`src/rtl/cpu_pkg.sv`:
```
// Shared CPU definitions: interrupt sequencer states and default vector layout.
package cpu_pkg;

   typedef enum logic [1:0] {
      IDLE    = 2'd0,
      PUSH    = 2'd1,
      JUMP    = 2'd2,
      SERVICE = 2'd3
   } state_t;

   localparam int unsigned NUM_IRQ       = 4;
   localparam logic [9:0]  DEF_VEC_BASE  = 10'h3C0;
   localparam int unsigned DEF_VEC_SHIFT = 2;

endpackage

```
`src/rtl/prio_enc4.sv`:
```
// Fixed-priority encoder: bit 0 wins; valid is low when nothing is set.
module prio_enc4 (
   input  logic [3:0] eligible,
   output logic [1:0] idx,
   output logic       valid
);

   // Lowest set bit selects the index.
   always_comb begin
      idx   = 2'd0;
      valid = 1'b1;
      if (eligible[0])      idx = 2'd0;
      else if (eligible[1]) idx = 2'd1;
      else if (eligible[2]) idx = 2'd2;
      else if (eligible[3]) idx = 2'd3;
      else                  valid = 1'b0;
   end

endmodule

```
`src/rtl/int_ctrl.sv`:
```
// Four-source interrupt controller: edge-latches requests, arbitrates by fixed
// priority, then sequences return-address push and vector jump, and blocks
// further interrupts until the handler returns.
module int_ctrl
   import cpu_pkg::*;
#(
   parameter int unsigned     PC_W      = 10,
   parameter logic [PC_W-1:0] VEC_BASE  = PC_W'(DEF_VEC_BASE),
   parameter int unsigned     VEC_SHIFT = DEF_VEC_SHIFT
) (
   input  logic               clk,
   input  logic               reset,
   input  logic [NUM_IRQ-1:0] irq,
   input  logic               ready,
   input  logic [PC_W-1:0]    pc_cur,
   input  logic               mask_we,
   input  logic [NUM_IRQ-1:0] mask_din,
   input  logic               reti,
   output logic               push_ret,
   output logic [PC_W-1:0]    ret_addr,
   output logic               int_take,
   output logic [PC_W-1:0]    vector,
   output logic [NUM_IRQ-1:0] ack,
   output logic               in_service
);

   logic [NUM_IRQ-1:0] irq_q;
   logic [NUM_IRQ-1:0] pending;
   logic [NUM_IRQ-1:0] pending_nx;
   logic [NUM_IRQ-1:0] mask;
   logic [NUM_IRQ-1:0] rise;
   logic [NUM_IRQ-1:0] clr;
   logic [NUM_IRQ-1:0] eligible;
   logic [1:0]         enc_idx;
   logic               enc_valid;
   logic [1:0]         sel_idx;
   logic               accept;
   state_t             state;
   state_t             state_nx;

   assign rise     = irq & ~irq_q;
   assign eligible = pending & mask;

   prio_enc4 u_prio (
      .eligible (eligible),
      .idx      (enc_idx),
      .valid    (enc_valid)
   );

   // Pending update: clear the serviced source at the end of JUMP, a new edge wins.
   always_comb begin
      clr = '0;
      if (state == JUMP) clr[sel_idx] = 1'b1;
      pending_nx = (pending & ~clr) | rise;
   end

   // Edge-detect history, pending latches and mask register.
   always_ff @(posedge clk) begin
      irq_q <= irq;  // also on reset, so lines already high raise no edge
      if (reset) begin
         pending <= '0;
         mask    <= '0;
      end else begin
         pending <= pending_nx;
         if (mask_we) mask <= mask_din;
      end
   end

   // Next-state logic for the take sequence.
   always_comb begin
      state_nx = state;
      accept   = 1'b0;
      unique case (state)
         IDLE: begin
            if (enc_valid && ready) begin
               state_nx = PUSH;
               accept   = 1'b1;
            end
         end
         PUSH:    state_nx = JUMP;
         JUMP:    state_nx = SERVICE;
         SERVICE: if (reti) state_nx = IDLE;
      endcase
   end

   // State register plus selection and return address captured on acceptance.
   always_ff @(posedge clk) begin
      if (reset) begin
         state    <= IDLE;
         sel_idx  <= 2'd0;
         ret_addr <= '0;
      end else begin
         state <= state_nx;
         if (accept) begin
            sel_idx  <= enc_idx;
            ret_addr <= pc_cur;
         end
      end
   end

   // Strobes decode registered state only; vector wraps at PC_W bits.
   always_comb begin
      push_ret   = (state == PUSH);
      int_take   = (state == JUMP);
      ack        = clr;
      in_service = (state != IDLE);
      vector     = VEC_BASE + (PC_W'(sel_idx) << VEC_SHIFT);
   end

endmodule

```
`config.mk`:
```
export PLATFORM = sky130hd
export DESIGN_NAME = int_ctrl
export DESIGN_NICKNAME = d
export VERILOG_FILES = /design/src/rtl/cpu_pkg.sv /design/src/rtl/prio_enc4.sv /design/src/rtl/int_ctrl.sv
export SDC_FILE = /design/constraint.sdc
export NUM_CORES = 1
export LEC_CHECK = 0
export ABC_AREA = 1
export CAP_MARGIN = 20
export CORE_UTILIZATION = 38
export DETAILED_ROUTE_END_ITERATION = 7
export PLACE_DENSITY = 0.74
export SLEW_MARGIN = 15
export SYNTH_ARGS = -nofsm -noshare
export SYNTH_HDL_FRONTEND = slang
export SYNTH_SLANG_ARGS = --single-unit
export TNS_END_PERCENT = 10
```
`constraint.sdc`:
```
create_clock -name clk -period 1.1 [get_ports clk]
set_clock_uncertainty 0.05 [all_clocks]
set_input_delay 0.165 -clock clk [delete_from_list [all_inputs] [get_ports clk]]
set_output_delay 0.165 -clock clk [all_outputs]
set_load 0.01 [all_outputs]
```
# Word-level counts from Yosys, hierarchy flattened
# Cells that the tools add are included.
op_classes:
  n_addsub: 1
  n_lt_le_gt_ge: 2
  n_eq_ne: 5
  n_mux: 16
  bitwise_logic: 6
  n_reduce_logical: 5
ops:
  columns: ["cell", "n"]
  rows:
  - ["4-bit AND", 3]
  - ["2-bit 2-to-1 mux", 6]
  - ["7-bit by 5-bit adder with 8-bit output, first input constant", 1]
  - ["4-bit inverter", 2]
  - ["2-bit one-hot mux with 4 select lines", 1]
  - ["1-bit 2-to-1 mux", 7]
  - ["2-bit == test, second input constant", 2]
  - ["4-bit 2-to-1 mux", 1]
  - ["2-bit inequality test, second input constant", 2]
  - ["4-bit bitwise OR", 1]
  - ["2-bit by 3-bit < comparator with 1-bit output, second input constant", 1]
  - ["1-bit demux with 2-bit select", 1]
  - ["2-bit by 1-bit == test with 1-bit output, second input constant", 1]
  - ["2-bit by 1-bit >= comparator with 1-bit output, second input constant", 1]
  - ["1-bit logical AND", 2]
  - ["2-bit zero test", 1]
  - ["2-bit AND reduction", 1]
  - ["2-bit nonzero test", 1]
word_totals:
  ff_bits: 26
  in_bits: 23
  output_inout_bits: 27
  elab_cells: 41

# Depth between registers and ports, before layout
# Gate-level depths: netlist of run 1.
depth:
  ltp_word: 8
  ltp_mapped: 7
  depth_no_buf: 7

# Cells and area by module
# A second synthesis of run 1 with hierarchy kept.
hier_totals:
  hier_cells: 156
  hier_area_um2: 1222.4
modules_own_cells:
  columns: ["mod", "n_inst", "cells_each", "area_per_inst_um2"]
  rows:
  - ["int_ctrl", 1, 148, 1186.1]
  - ["prio_enc4", 1, 8, 36.3]

# Least setup slack after synthesis of run 1
# OpenSTA, ideal clock, no wires.
synth_path:
  kind: "reg2reg"
  from: "register state[0]"
  to: "register ret_addr[0]"
  setup_time_ns: 0.122
  arrival_time_ns: 1.023
  t_required_ns: 0.928
  slack_ns: -0.095
  path_stages_with_launch: 6
  path_buffers: 1
  synth_period_minus_slack_ns: 1.195
  cell_sequence: "dfxtp_1 > inv_1 > ha_1 > buf_4 > nand4_1 > a21oi_2"
synth_via:
  elab_chain_cells: 2
synth_rtl:
  columns: ["element", "line", "rtl"]
  rows:
  - ["from (decl)", "int_ctrl.sv:38", "state_t state;"]
  - ["from (signal assigned)", "int_ctrl.sv:93", "state <= state_nx;"]
  - ["2-bit zero test", "int_ctrl.sv:73", "unique case (state)"]
  - ["1-bit 2-to-1 mux", "int_ctrl.sv:73", null]
  - ["to (signal assigned)", "int_ctrl.sv:96", "ret_addr <= pc_cur;"]
  - ["to (decl)", "int_ctrl.sv:20", "output logic [PC_W-1:0] ret_addr,"]
# No other way between the ends.
# A chain may end at the register's enable or synchronous reset.

# Worst setup path after layout of run 1
layout_path:
  from: "register state[0]"
  to: "output port in_service"
layout_via:
  elab_chain_cells: 1
layout_rtl:
  columns: ["element", "line", "rtl"]
  rows:
  - ["2-bit nonzero test", "int_ctrl.sv:106", "in_service = (state != IDLE);"]
  - ["to (decl)", "int_ctrl.sv:24", "output logic in_service"]
# No other way between the ends.

==> results of run 1 <==
## worst max-delay path by stage
stage,startpoint,end,cells after the start
floorplan,state[0],ret_addr[0],6
global placement,state[0],ack[2],5
detailed placement,state[0],ack[0],5
CTS,state[0],in_service,5
global route,state[0],in_service,5
finish,state[0],in_service,5
## kinds of logic (layout without fill, tap and decap cells)
logic type | Yosys count | count (layout) | share of synthesized area
DFF | 26 | 26 | 0.416
AOI/OAI and AO/OA | 29 | 29 | 0.151
buffers and inverters | 27 | 89 | 0.130
adders and majority gates | 5 | 5 | 0.0500
other | 2 | 8 | 0.00600
and+or+nand+nor | 58 | 58 | 0.248
## report_power, final
part | total [uW] | internal, uW | switching, uW | leakage (uW)
clock | 474 | 202 | 272 | 0.0000210
combinational | 1420 | 713 | 703 | 0.000636
sequential | 1120 | 1050 | 74.8 | 0.000221
## layout make-up
type,count,area [um^2],share of cell area
Multi-Input combinational cell,100,652,0.334
Tap cell,44,55.1,0.0282
Timing Repair Buffer,72,617,0.316
Inverter,13,48.8,0.0250
Sequential cell,26,541,0.277
Clock buffer,4,36.3,0.0186
## metrics by stage
stage / cell area, um^2 / setup TNS (ns) / cells
final: 1950 / -5.21 / 259
after global routing: 1950 / -6.44 / 259
after CTS: 1900 / -5.33 / 258
after detailed placement: 1890 / -6.49 / 252
after global placement: 1890 / -5.77 / 252
after floorplan: 1310 / 0 / 153
## repair_timing
action,in CTS,in global routing
buffers inserted,2,1
setup endpoints to repair,33,27
resized for setup,94,12
pin swaps,2,0
## registers in the layout, indices dropped and copies added, names as in the netlist
name	cells
ret_addr	10
irq_q	4
mask	4
pending	4
sel_idx	2
state	2
## layer usage
layer,global-route usage,part of all wire,routed length [um]
met2,0.337,0.54,1680
met3,0.0262,0.028,88
met5,0,0,0
met4,0.0544,0.0073,23
met1,0.200,0.43,1350
## critical path: cells and delay by family, from the launching register on
| kind | cells | cell delay (ns) |
|---|---|---|
| buffers and inverters | 4 | 0.36 |
| adders and majority gates | 1 | 0.16 |
| DFF | 1 | 0.37 |
## cells in the final DEF, fill, tap and decap left out, types with 2 or more instances in the layout
| master | count |
|---|---|
| a21oi_1 | 7 |
| a21oi_2 | 10 |
| buf_12 | 2 |
| buf_2 | 15 |
| buf_4 | 24 |
| buf_6 | 9 |
| clkbuf_4 | 3 |
| clkdlybuf4s50_1 | 22 |
| conb_1 | 8 |
| dfxtp_1 | 12 |
| dfxtp_2 | 13 |
| ha_1 | 2 |
| ha_4 | 3 |
| inv_1 | 10 |
| inv_2 | 3 |
| nand2_1 | 11 |
| nand2_2 | 15 |
| nand3_1 | 3 |
| nand4_1 | 10 |
| nor2_1 | 12 |
| nor2_2 | 4 |
| o21ai_0 | 8 |
| o21ai_1 | 2 |
==> out/qor.yml, run 1 <==
logic_synthesis:
  synth_seq_cells: 26
  synth_common_cells: "dfxtp_1, nor2_1, nand2_1, inv_1, nand2_2"
  synth_area_leaders: "dfxtp_1, a21oi_2, nand2_2"
  synth_sequential_area_ratio: 0.416
  synth_top_cell_by_area: "dfxtp_1"
  synth_most_common_cell: "dfxtp_1"
  syn_avg_cell_area_um2: 8.52
  synth_area_um2: 1250
  synth_edf_count: 0
  ys.flop_type: "dfxtp_1"
  synth_cell_types: 21
  synthCells: 147
  yosysWarnings: 0
  synthArstFlopShare: 0
  synth_top_area_frac: 0.416
grt:
  grt_pass1_vias: 1133
  overflow: 0
  grt_usage: 0.177
  antenna_found_initial: 0
  grt_max_degree: 15
  grt_pass1_wl_um: 4750
setup_path:
  critPathRequiredTime_ns: 0.88
  end_kind: "output pin"
  worstReg2RegEnd: "ret_addr[9]"
  crit_arrival_ns: 1.21
  start_kind: "flip-flop"
  crit_type: "flip-flop to output pin"
  cp_cell_sequence: "inv_2 > buf_4 > ha_4 > inv_1 > buf_2"
  reg2reg_depth: 8
  max_stage_delay_ns: 0.37
  rrSetupSlack_ns: -0.26
  critical-path-slowest-cell: "dfxtp_2"
  worst-path-max-fanout: 2
  rr_startpoint: "state[0]"
power:
  ir_drop_uv: 907
  p_leak_uw: 0.000877
  powerDensity_nw_per_um2: 1550
  p_total_uw: 3020
min_path:
  hold_depth: 1
  hold_end: "irq_q[1]"
  worstHoldStart: "irq[1]"
  min_path_type: "input port to flip-flop"
final_layout:
  fillers: 269
  final_util: 0.633
  syn2layout_area_growth_pct: 55.6
  num_antenna_cells: 0
  nets: 244
  drive_above_1_share: 0.498
cts:
  insertion_delay_ns: 0.32
  cts_buffer_depth: 2
  cts_sinks: 26
  cts_buffers: 3
  path_clk_slew_ns: 0.13
  hold_buffers: 0
  root_buffer: "clkbuf_4"
  cts_tree: "yes"
  h-tree-depth: 1
sta:
  rsz0062_at_grt: "true"
  period_share: 1.30
  holdWs_ns: 0.258
  setup_violations: 23
  fmax_mhz: 701
  setup_ws_ns: -0.326
  finalHoldViolCount: 0
  fin_crit_ns: 1.43
  slew_violations: 0
floorplanning:
  die_area_um2: 3530
  core_um2: 3080
  row_count: 20
  die_w_um: 59.4
  ioPinCount: 50
  die_height_um: 59.4
  start_util: 0.407
placement:
  routabilityCongestion: 0.827
  numPortBuffers: 41
  pre_cts_slack_ns: -0.393
  hpwl_um: 2340
flow_run:
  max_cap_viol_count: 0
routing:
  wl_um: 3140
  viasPerCell: 4.57
  drt-initial-drc-count: 40
  drc: 0
  drt-pass1-iter-count: 4
  ant_nets: 0
  vias: 1184
  wire_per_inst_um: 12.1
run_status:
  violations: "setup timing"
  status: "complete, but fails checks"
(Power assumes the default switching activity.)
==> run 2, diff against run 1 <==
CTS_BUF_LIST = sky130_fd_sc_hd__clkbuf_16   (was default)
CTS_CLUSTER_DIAMETER = 50   (was default)
==> run 2 against run 1 <==
Flip-flop and latch count did not move; fmax grew 6.1%; the run still ends with setup timing left; non-clock buffer count down 1; critical path type unchanged; core utilization is 2.1 points higher; register-to-register slack better by 0.06 ns; global-route usage is 0.82 points higher; critical path depth unchanged; largest power group unchanged; clock-buffer cell count shrank 1; first-iteration DRC count shrank 33%.
==> out/qor.yml, run 2 (synthesized netlist as in run 1, its figures left out) <==
cts:
  hold_buffers: 0  # unchanged
  cts_buffers: 3  # unchanged
  path_clk_slew_ns: 0.06  # -0.07 ns
  root_buffer: "clkbuf_16"
  insertion_delay_ns: 0.25  # -0.07 ns
  h-tree-depth: 1  # unchanged
  cts_sinks: 26  # unchanged
  cts_tree: "yes"
  cts_buffer_depth: 2  # unchanged
floorplanning:
  die_height_um: 59.4  # unchanged
  die_w_um: 59.4  # unchanged
  row_count: 20  # unchanged
  start_util: 0.407  # unchanged
  die_area_um2: 3530  # unchanged
  ioPinCount: 50  # unchanged
  core_um2: 3080  # unchanged
setup_path:
  rr_startpoint: "state[0]"
  crit_type: "flip-flop to output pin"
  rrSetupSlack_ns: -0.20  # +0.06 ns
  reg2reg_depth: 8  # unchanged
  critical-path-slowest-cell: "dfxtp_2"
  start_kind: "flip-flop"
  cp_num_cells: 5  # unchanged
  worstReg2RegEnd: "ret_addr[8]"
  crit_arrival_ns: 1.13  # -0.08 ns
  crit_family: "flip-flops"
  crit_buf_inv: 2  # -2
  worst-path-max-fanout: 3  # +1
  critPathRequiredTime_ns: 0.88  # about the same
  cp_cell_sequence: "inv_2 > ha_4 > nand2_4 > nor2_1 > buf_2"
  max_stage_delay_ns: 0.33  # -0.04 ns
  end_kind: "output pin"
grt:
  grt_max_degree: 15  # unchanged
  grt_usage: 0.185  # +0.00816
  grt_pass1_wl_um: 4860  # +2.3%
  antenna_found_initial: 0  # unchanged
  overflow: 0  # unchanged
  grt_pass1_vias: 1115  # -1.6%
sta:
  finalHoldViolCount: 0  # unchanged
  fmax_mhz: 744  # +6.1%
  period_share: 1.22  # -0.0742
  fin_crit_ns: 1.34  # -0.0816 ns
  setup_ws_ns: -0.245  # +0.0816 ns
  setup_violations: 24  # +4.3%
  slew_violations: 0  # unchanged
  rsz0062_at_grt: "true"
routing:
  drt-pass1-iter-count: 4  # unchanged
  wl_um: 3170  # +0.86%
  ant_nets: 0  # unchanged
  drt-initial-drc-count: 27  # -33%
  drc: 0  # unchanged
  viasPerCell: 4.54  # -0.63%
  vias: 1172  # -1.0%
  wire_per_inst_um: 12.3  # +1.2%
min_path:
  hold_depth: 1  # unchanged
  worstHoldStart: "irq[1]"
  hold_end: "irq_q[1]"
  min_path_type: "input port to flip-flop"
final_layout:
  nets: 243  # -0.41%
  finalNonFillerCells: 258  # -0.39%
  final_util: 0.654  # +0.0207
  num_antenna_cells: 0  # unchanged
  final_cell_mix: "buf_4, clkdlybuf4s50_1, dfxtp_1"
  drive_above_1_share: 0.397  # -0.100
  largest_reg_flops: 10  # unchanged
  final_common_cell: "buf_4"
  largest_register: "ret_addr"
  syn2layout_area_growth_pct: 60.7
run_status:
  violations: "setup timing"
  status: "complete, but fails checks"
power:
  ir_drop_uv: 1030  # +13%
  powerDensity_nw_per_um2: 1670  # +7.9%
  p_leak_uw: 0.000911  # +3.9%
placement:
  hpwl_um: 2340  # unchanged
  numPortBuffers: 41  # unchanged
  routabilityCongestion: 0.827  # unchanged
  dp_cells: 252  # unchanged
flow_run:
  max_cap_viol_count: 0  # unchanged
-- run 2: worst max-delay path by stage --
| stage | start | end | slack [ns] |
|---|---|---|---|
| final | state[0] | ack[0] | -0.24 |
| after global routing | state[0] | ack[0] | -0.29 |
| after CTS | state[0] | push_ret | -0.25 |
| after detailed placement | state[0] | ack[0] | -0.39 |
| after floorplan | state[0] | ret_addr[0] | 0.009 |
| after global placement | state[0] | ack[2] | -0.35 |
-- run 2: worst reg2reg max path, stage by stage (launching register included) --
cell,delay [ns]
dfxtp_2,0.35
inv_2,0.06
buf_6,0.12
ha_4,0.15
buf_6,0.13
nand3_4,0.10
buf_12,0.14
nand2_2,0.05
a21oi_2,0.10
-- run 2: metrics by stage --
step	area (um^2)	setup slack, ns	power (uW)	setup TNS (ns)	hold slack [ns]
after detailed placement	1890	-0.393	2390	-6.49	0.410
after global routing	2010	-0.295	3540	-5.57	0.341
after CTS	1960	-0.246	3210	-4.40	0.331
after floorplan	1310	0.00884	1830	0	0.143
after global placement	1890	-0.353	2340	-5.77	0.399
final	2010	-0.245	3360	-4.25	0.332
-- run 2: metal layers --
metal	up-vias	track usage	wire, um
met5	-	0	0
met4	0	0.0714	66
met3	8	0.0393	87
met2	24	0.339	1700
met1	540	0.207	1310
li1	600	-	-
-- run 2: cell type report --
| cell class | instances | area, um^2 |
|---|---|---|
| clock buffers | 3 | 75.1 |
| clock inverters | 1 | 3.75 |
| repair buffers | 71 | 636 |
| flip-flops and latches | 26 | 528 |
| inverters | 13 | 48.8 |
| multi-input cells | 100 | 667 |
| well taps | 44 | 55.1 |
| fillers | 261 | 1060 |
-- run 2: what timing repair did --
item / CTS / global route
gates resized for setup: 52 / 18
setup buffers: 0 / 2
endpoints found under the setup margin: 33 / 29
pin swaps: 4 / 3
-- run 2: power breakdown --
part	internal (uW)	total, uW	switching (uW)
sequential	1050	1130	78.4
clock	486	789	303
combinational	725	1440	719
==> run 3, diff against run 2 <==
--- a/config.mk
+++ b/config.mk
@@ -12,4 +12,5 @@
 export CTS_CLUSTER_DIAMETER = 50
 export DETAILED_ROUTE_END_ITERATION = 7
+export HOLD_SLACK_MARGIN = 0.08
 export PLACE_DENSITY = 0.74
 export SLEW_MARGIN = 15
==> constraint.sdc (replaced) <==
create_clock -name clk -period 1.1 [get_ports clk]
set_clock_uncertainty 0.05 [all_clocks]
set_input_delay 0.11 -clock clk [delete_from_list [all_inputs] [get_ports clk]]
set_output_delay 0.11 -clock clk [all_outputs]
set_load 0.01 [all_outputs]
==> run 3 against run 2 <==
Hold slack got worse by 0.053 ns; sequential share of layout area up 1.1 points; the run still ends with setup timing left; total power up 4.7%; final cell count down 4.3%; via count fell by 2.9%; critical endpoint is now ret_addr[7]; core utilization is 2.6 points lower.
==> out/qor.yml, run 3 (synthesized netlist as in run 1, its figures left out) <==
run_status:
  status: "complete, but fails checks"
  violations: "setup timing"
final_layout:
  final_cell_mix: "clkdlybuf4s50_1, dfxtp_1, nor2_1, nand2_2, buf_4"
  largest_register: "ret_addr"
  largest_reg_flops: 10  # unchanged
  drive_above_1_share: 0.345  # -0.0524
  final-seq-area_um2: 528  # unchanged
  fillers: 277  # +6.1%
  syn2layout_area_growth_pct: 54.4
  nets: 232  # -4.5%
  num_antenna_cells: 0  # unchanged
  multiInputGateArea_um2: 644  # -3.4%
  finalNonFillerCells: 247  # -4.3%
  final_util: 0.628  # -0.0256
  finalInstanceArea_um2: 1930  # -3.9%
routing:
  drt-pass1-iter-count: 4  # unchanged
  ant_nets: 0  # unchanged
  drc: 0  # unchanged
  vias: 1138  # -2.9%
  wl_um: 2930  # -7.7%
  wire_per_inst_um: 11.8  # -3.6%
  viasPerCell: 4.61  # +1.4%
  drt-initial-drc-count: 17  # -37%
grt:
  grt_max_degree: 16  # +1
  grt_pass1_vias: 1121  # +0.54%
  antenna_found_initial: 0  # unchanged
  grt_usage: 0.180  # -0.00570
  grt_pass1_wl_um: 4770  # -1.7%
  overflow: 0  # unchanged
min_path:
  min_path_type: "input port to flip-flop"
  hold_end: "irq_q[0]"
  hold_depth: 1  # unchanged
  worstHoldStart: "irq[0]"
placement:
  hpwl_um: 2170  # -7.0%
  numPortBuffers: 41  # unchanged
  routabilityCongestion: 0.798  # -3.5%
  placed_cell_area_um2: 1820  # -3.8%
  dp_cells: 243  # -3.6%
cts:
  insertion_delay_ns: 0.26  # about the same
  h-tree-depth: 1  # unchanged
  cts_buffers: 3  # unchanged
  post-cts-setup-buffer-count: 0  # unchanged
  root_buffer: "clkbuf_16"
  path_clk_slew_ns: 0.06  # about the same
  cts_sinks: 26  # unchanged
  cts_tree: "yes"
  cts_buffer_depth: 2  # unchanged
setup_path:
  crit_arrival_ns: 1.44  # +0.31 ns
  rr_startpoint: "state[0]"
  rrSetupSlack_ns: -0.19  # about the same
  worstReg2RegEnd: "ret_addr[7]"
  reg2reg_depth: 8  # unchanged
  crit_type: "flip-flop to flip-flop"
  critPathRequiredTime_ns: 1.25  # +0.37 ns
  worst-path-max-fanout: 7  # +4
  end_kind: "flip-flop"
  start_kind: "flip-flop"
floorplanning:
  die_area_um2: 3530  # unchanged
  core_um2: 3080  # unchanged
  start_util: 0.407  # unchanged
  row_count: 20  # unchanged
  die_w_um: 59.4  # unchanged
  die_height_um: 59.4  # unchanged
  ioPinCount: 50  # unchanged
sta:
  fmax_mhz: 772  # +3.9%
  setup_ws_ns: -0.195  # +0.0503 ns
  rsz0062_at_grt: "true"
  holdWs_ns: 0.279  # -0.0529 ns
  period_share: 1.18  # -0.0457
  finalHoldViolCount: 0  # unchanged
  fin_setup_tns_ns: -3.15  # +1.10 ns
  slew_violations: 0  # unchanged
  setup_violations: 21  # -13%
  fin_crit_ns: 1.29  # -0.0503 ns
power:
  p_leak_uw: 0.000865  # -5.1%
  powerDensity_nw_per_um2: 1820  # +9.0%
  ir_drop_uv: 942  # -8.3%
flow_run:
  max_cap_viol_count: 0  # unchanged
[run 3: power by group]
group | internal, uW | switching, uW
clock network | 724 | 319
logic | 691 | 657
registers | 1050 | 78.5
[run 3: final cells by class]
cell class	instances	area share
Clock buffer	3	0.0388
Clock inverter	1	0.0155
Inverter	13	0.0265
Multi-Input combinational cell	100	0.333
Sequential cell	26	0.273
Tap cell	44	0.0285
Timing Repair Buffer	60	0.285
[run 3: timing repair]
item	in CTS	in global routing
resized for setup	52	7
hold buffers	0	0
gates cloned	0	0
endpoints found under the setup margin	34	22
pin swaps	4	0
[run 3: worst max-delay path by stage]
stage                     slack, ns           to  startpoint  cells past startpoint
final                         -0.19  ret_addr[7]    state[0]                      8
after global routing          -0.25  ret_addr[7]    state[0]                      8
after CTS                     -0.22     int_take    state[0]                      4
after detailed placement      -0.33       ack[3]    state[0]                      5
after global placement        -0.28   in_service    state[0]                      5
after floorplan               0.009  ret_addr[0]    state[0]                      6
[run 3: stage by stage]
step	setup slack (ns)	total power, uW
floorplan	0.00884	1830
global placement	-0.282	2350
detailed placement	-0.327	2380
CTS	-0.216	3480
global route	-0.249	3700
finish	-0.195	3520
[run 3: critical path, stage by stage (launching register included)]
cell,delay (ns)
dfxtp_2,0.33
inv_2,0.05
buf_6,0.11
ha_4,0.15
buf_6,0.13
nand3_4,0.11
buf_12,0.14
nand2_2,0.05
a21oi_2,0.11
[run 3: layer usage]
layer  vias up  global-route usage  share of wire
li1        581                   -              -
met1       531               0.211           0.44
met2        22               0.329           0.52
met3         4              0.0197          0.030
met4         0              0.0714          0.014
met5         -                   0              0
